### src/rtl/spi_mem_loader.sv
// SPI mode-0 slave that turns host frames into auto-incrementing single-cycle
// byte writes into the SNN parameter memory; SPI pins are oversampled on clk.
module spi_mem_loader #(
    parameter int MEM_DEPTH   = 101,
    parameter int ADDR_W      = 7,
    parameter int SYNC_STAGES = 2
) (
    input  logic              clk,
    input  logic              reset,
    input  logic              sclk,
    input  logic              cs_n,
    input  logic              mosi,
    output logic              miso,
    output logic [7:0]        mem_data,
    output logic [ADDR_W-1:0] mem_addr,
    output logic              mem_we,
    output logic              frame_done,
    output logic              overflow,
    output logic [7:0]        byte_count
);

    typedef enum logic [1:0] {IDLE, CMD, DATA, DISCARD} state_e;

    localparam logic [7:0]      TX_PREAMBLE = 8'hA5;
    localparam logic [ADDR_W:0] DEPTH_LIM   = (ADDR_W + 1)'(MEM_DEPTH);

    logic [SYNC_STAGES-1:0] sclk_sync_q, cs_sync_q, mosi_sync_q;
    logic                   sclk_dly_q, cs_dly_q;
    logic                   sclk_s, cs_s, mosi_s;
    logic                   sclk_rise, sclk_fall, cs_rise, cs_fall;

    state_e              state_q, state_d;
    logic [7:0]          rx_q, rx_d;
    logic [7:0]          tx_q, tx_d;
    logic [2:0]          bit_cnt_q, bit_cnt_d;
    logic                byte_done_q, byte_done_d;
    logic [ADDR_W-1:0]   ptr_q, ptr_d;
    logic [7:0]          mem_data_q, mem_data_d;
    logic [ADDR_W-1:0]   mem_addr_q, mem_addr_d;
    logic                mem_we_q, mem_we_d;
    logic                frame_done_q, frame_done_d;
    logic                overflow_q, overflow_d;
    logic [7:0]          byte_count_q, byte_count_d;

    // NOTE: the cs_n chain resets to 1 (deselected) so leaving reset never fakes a frame start.
    always_ff @(posedge clk or posedge reset) begin
        if (reset) begin
            sclk_sync_q <= '0;
            cs_sync_q   <= '1;
            mosi_sync_q <= '0;
            sclk_dly_q  <= 1'b0;
            cs_dly_q    <= 1'b1;
        end else begin
            sclk_sync_q <= {sclk_sync_q[SYNC_STAGES-2:0], sclk};
            cs_sync_q   <= {cs_sync_q[SYNC_STAGES-2:0], cs_n};
            mosi_sync_q <= {mosi_sync_q[SYNC_STAGES-2:0], mosi};
            sclk_dly_q  <= sclk_s;
            cs_dly_q    <= cs_s;
        end
    end

    assign sclk_s    = sclk_sync_q[SYNC_STAGES-1];
    assign cs_s      = cs_sync_q[SYNC_STAGES-1];
    assign mosi_s    = mosi_sync_q[SYNC_STAGES-1];
    assign sclk_rise = sclk_s & ~sclk_dly_q;
    assign sclk_fall = ~sclk_s & sclk_dly_q;
    assign cs_rise   = cs_s & ~cs_dly_q;
    assign cs_fall   = ~cs_s & cs_dly_q;

    // NOTE: every _d is given its hold value first so no path through this block infers a latch.
    always_comb begin
        state_d      = state_q;
        rx_d         = rx_q;
        tx_d         = tx_q;
        bit_cnt_d    = bit_cnt_q;
        byte_done_d  = 1'b0;
        ptr_d        = ptr_q;
        mem_data_d   = mem_data_q;
        mem_addr_d   = mem_addr_q;
        mem_we_d     = 1'b0;
        frame_done_d = 1'b0;
        overflow_d   = overflow_q;
        byte_count_d = byte_count_q;

        // Deselected: keep the preamble staged so its MSB is on miso as cs_n falls.
        if (cs_s) begin
            bit_cnt_d = '0;
            tx_d      = TX_PREAMBLE;
        end else if (sclk_rise) begin
            rx_d      = {rx_q[6:0], mosi_s};
            bit_cnt_d = bit_cnt_q + 3'd1;
            if (bit_cnt_q == 3'd7) begin
                byte_done_d = 1'b1;
                tx_d        = {rx_q[6:0], mosi_s};
            end
        end else if (sclk_fall && bit_cnt_q != 3'd0) begin
            // The falling edge right after a byte boundary keeps the freshly loaded echo MSB.
            tx_d = {tx_q[6:0], 1'b0};
        end

        if (cs_rise && state_q != IDLE) begin
            state_d      = IDLE;
            frame_done_d = (state_q == DATA) || (state_q == DISCARD);
        end else begin
            unique case (state_q)
                IDLE: begin
                    if (cs_fall) begin
                        state_d      = CMD;
                        byte_count_d = '0;
                    end
                end
                CMD: begin
                    if (byte_done_q) begin
                        if (rx_q[7]) begin
                            state_d = DATA;
                            ptr_d   = rx_q[ADDR_W-1:0];
                        end else begin
                            state_d = DISCARD;
                        end
                    end
                end
                DATA: begin
                    if (byte_done_q) begin
                        if ({1'b0, ptr_q} < DEPTH_LIM) begin
                            mem_we_d   = 1'b1;
                            mem_data_d = rx_q;
                            mem_addr_d = ptr_q;
                            ptr_d      = ptr_q + ADDR_W'(1);
                            if (byte_count_q != 8'hFF) begin
                                byte_count_d = byte_count_q + 8'd1;
                            end
                        end else begin
                            overflow_d = 1'b1;
                            state_d    = DISCARD;
                        end
                    end
                end
                DISCARD: ;
                default: state_d = IDLE;
            endcase
        end
    end

    // NOTE: sequential state uses non-blocking assignments only, so every flop sees pre-edge values.
    always_ff @(posedge clk or posedge reset) begin
        if (reset) begin
            state_q      <= IDLE;
            rx_q         <= '0;
            tx_q         <= '0;
            bit_cnt_q    <= '0;
            byte_done_q  <= 1'b0;
            ptr_q        <= '0;
            mem_data_q   <= '0;
            mem_addr_q   <= '0;
            mem_we_q     <= 1'b0;
            frame_done_q <= 1'b0;
            overflow_q   <= 1'b0;
            byte_count_q <= '0;
        end else begin
            state_q      <= state_d;
            rx_q         <= rx_d;
            tx_q         <= tx_d;
            bit_cnt_q    <= bit_cnt_d;
            byte_done_q  <= byte_done_d;
            ptr_q        <= ptr_d;
            mem_data_q   <= mem_data_d;
            mem_addr_q   <= mem_addr_d;
            mem_we_q     <= mem_we_d;
            frame_done_q <= frame_done_d;
            overflow_q   <= overflow_d;
            byte_count_q <= byte_count_d;
        end
    end

    assign miso       = tx_q[7] & ~cs_s;
    assign mem_data   = mem_data_q;
    assign mem_addr   = mem_addr_q;
    assign mem_we     = mem_we_q;
    assign frame_done = frame_done_q;
    assign overflow   = overflow_q;
    assign byte_count = byte_count_q;

endmodule

### config.mk
export PLATFORM = sky130hd
export DESIGN_NAME = spi_mem_loader
export DESIGN_NICKNAME = d
export VERILOG_FILES = /design/src/rtl/spi_mem_loader.sv
export SDC_FILE = /design/constraint.sdc
export NUM_CORES = 1
export LEC_CHECK = 0
export BUFFER_PORTS_ARGS = -buffer_cell sky130_fd_sc_hd__buf_2
export CORE_UTILIZATION = 55
export CTS_CLUSTER_DIAMETER = 200
export DETAILED_ROUTE_END_ITERATION = 10
export PLACE_DENSITY = 0.75
export SYNTH_ARGS = -nofsm -noshare
export SYNTH_HDL_FRONTEND = slang
export SYNTH_SLANG_ARGS = --single-unit
export TNS_END_PERCENT = 30
### constraint.sdc
create_clock -name clk -period 5.4 [get_ports clk]
set_input_delay 0.27 -clock clk [delete_from_list [all_inputs] [get_ports clk]]
set_output_delay 0.27 -clock clk [all_outputs]
set_load 0.02 [all_outputs]
==> summary.txt <==
Worst-Margin Slew: 1090 ps
Pwr Total: 1.15 mW
Die width: 76.1 um
Diode count: 0
Io pins: 32
Share of layout cells above drive strength 1: 27.0%
Final net count: 314
Largest net degree at the start of global routing: 64
Clk_lat worst skew: 330 ps
Met3 Usage GRT: 3.95%
Rel. slew slack: 27.1%
Port buffer count: 31
Placed cell area: 3190 um2
FF-to-FF setup slack: 2360 ps
Num CTS Buffers: 9
Post-layout min period: 3040 ps
Post-synthesis async set-or-reset flop share: 100%
Number of global-route vias before repair: 1,994
Synthesized area per cell: 11.2 um2
Pint: 802 uW
Syn Nets: 284
Multi-input logic area: 1320 um2
Clock share of power: 31.2%
Final ANT Viol Nets: 0
CORE AREA: 5200 um2
First-pass GRT wire length: 9.52 mm
Gpl congestion: 0.877
Max rail drop VDD: 0.190 mV
Synth top area share: 49.7%
Synth Flop Type: dfrtp_1
Final hold violations: 0
DRC Markers: 0
Top cell type by total area after synthesis: dfrtp_1
Mapped Cells: 270
Drt initial violations: 96
Grt total ovfl: 0
Gr usage total: 21.0%
Die Y: 76.1 um
Top-count cell post-synth: dfrtp_1
CP endpoint kind: register
Final WS setup: 2360 ps
Post-CTS Setup Bufs: 0
RSZ-0062 raised after global routing: false
M1 GR Usage: 29.1%
Flop pwr share: 49.6%
Switching Fraction: 30.4%
Leak: 1.65 nW
Area of the mapped netlist: 3020 um2
Router iterations before antenna repair: 4
Fillcell total: 427
Data arrival time of the critical path: 3260 ps
# H-tree levels: 3
Setup violators final: 0
Critical Path Start Type: register
Max-cap viol count: 0
DR vias/cell: 5.68
Max Root-Sink Buffers: 2
Net Switching: 351 uW
Final Skew: 7.69 ps
Clk sinks: 63
Syn. warnings: 0
Row Count: 26
Pins over their slew limit: 0
Avg WL per Cell: 14.7 um
Final period util: 56.4%
Busiest layer in global routing: met2
Met2 GRT Util: 31.5%
Synthesis-stage register bit count: 63
Post-synth EDFFs: 0
Post-route cell area: 3360 um2
Worst Hold Class: in -> reg
Seq/Total Area, Yosys: 52.3%
Setup_tns: 0 ps
Pre-CTS setup slack: 2360 ps
TritonCTS clock tree: yes
Initial antenna violation count: 0
Crit Path Max Fanout: 34
Area Overhead vs Synth: 11.2%
Status: finished clean
Cell variety after synth: 53
Post-DP HPWL: 3.62 mm
Final wirelength: 5.48 mm
Root buf cell: clkbuf_8
CP required: 5620 ps
WS Path Type: reg -> reg
Reg clk slew, reported paths: 70 ps
DR vias: 2,126
Cts repair resizes: 0
Top cells by area, synth: dfrtp_1 50%, mux2_2 6.0%, nand2_1 3.9%, ha_1 3.7%, mux2_4 3.5%
Reg area: 1580 um2
Most instantiated cells after synthesis: 60 x dfrtp_1, 31 x nand2_1, 16 x a21oi_1, 16 x mux2_2, 14 x o21ai_0
Power share of the combinational group: 19.2%
Final hold slack: 29.8 ps
Cell Pwr Density: 343 nW/um2
Initial Utilization: 58.1%
Area of the die: 5790 um2
CTS hold repair buffers: 0
Fmax: 329 MHz
-- final timing paths --
| path | from | endpoint | cells after the start |
|---|---|---|---|
| max | state_q[0] | mem_addr[3] | 5 |
| min | cs_n | cs_sync_q[0] | 1 |
| max reg2reg | state_q[0] | mem_addr[3] | 5 |
| min reg2reg | sclk_sync_q[0] | sclk_sync_q[1] | 0 |
| max in group asynchronous | reset | byte_count[4] | 3 |
| min in group asynchronous | reset | mem_data[3] | 3 |
-- state kept, by name, summed over array words and instances, names as in the netlist, 3 cells and up --
register    flops
bit_cnt_q       3
rx_q            8
mem_addr        7
ptr_q           7
mem_data        8
tx_q            8
byte_count      8
-- layer usage --
layer,up-vias,wire length [um]
met3,11,187
met2,56,2490
met1,1024,2690
met5,-,0
li1,1035,-
met4,0,118
-- stage by stage --
stage / utilization (%) / std cells
floorplan: - / 270
detailed placement: 61.2 / 359
finish: 64.6 / 374
global placement: 61.2 / 359
CTS: 64.6 / 374
global route: 64.6 / 374
-- placed cells by master, fill, tap and decap left out, types with 5 or more instances in the layout --
master / instances
buf_2: 31
a31oi_1: 7
o21ai_0: 14
nand2_1: 31
nand2b_1: 5
dfrtp_1: 60
mux2i_1: 6
mux2_4: 7
and2_1: 5
nor2_1: 8
mux2_2: 16
inv_1: 8
ha_1: 9
nand3_1: 11
a21oi_1: 16
clkbuf_8: 11
-- final cells by class --
class                   instances  share of cell area [%]
clock inverters                 3                   0.558
inverters                       9                    1.01
repair buffers                 32                    4.84
multi-input cells             185                    39.4
clock buffers                  12                    4.62
well taps                      70                    2.61
flip-flops and latches         63                    47.0
-- worst max-delay path: stages, from the launching register on --
cell and delay, ps:
dfrtp_1 420, inv_1 120, ha_1 890, nand2_1 310
or3_1 750, mux2_4 430
-- logic make-up after synthesis --
kind of cell	count (synthesis)	share of synthesized area, %
xor+xnor	1	0.290
compound gates	65	14.5
flops	63	52.3
buf+inv	22	3.93
simple gates	80	13.5
fa+ha+maj	10	4.10
mux	29	11.4
-- power by group through the flow --
stage | Sequential [mW] | Clock, mW | Combinational, mW
after floorplan | 0.557 | 0 | 0.186
after global placement | 0.578 | 0 | 0.214
after detailed placement | 0.581 | 0 | 0.220
after CTS | 0.572 | 0.367 | 0.222
after global routing | 0.579 | 0.389 | 0.251
final | 0.572 | 0.359 | 0.222
(Power assumes the default switching activity.)
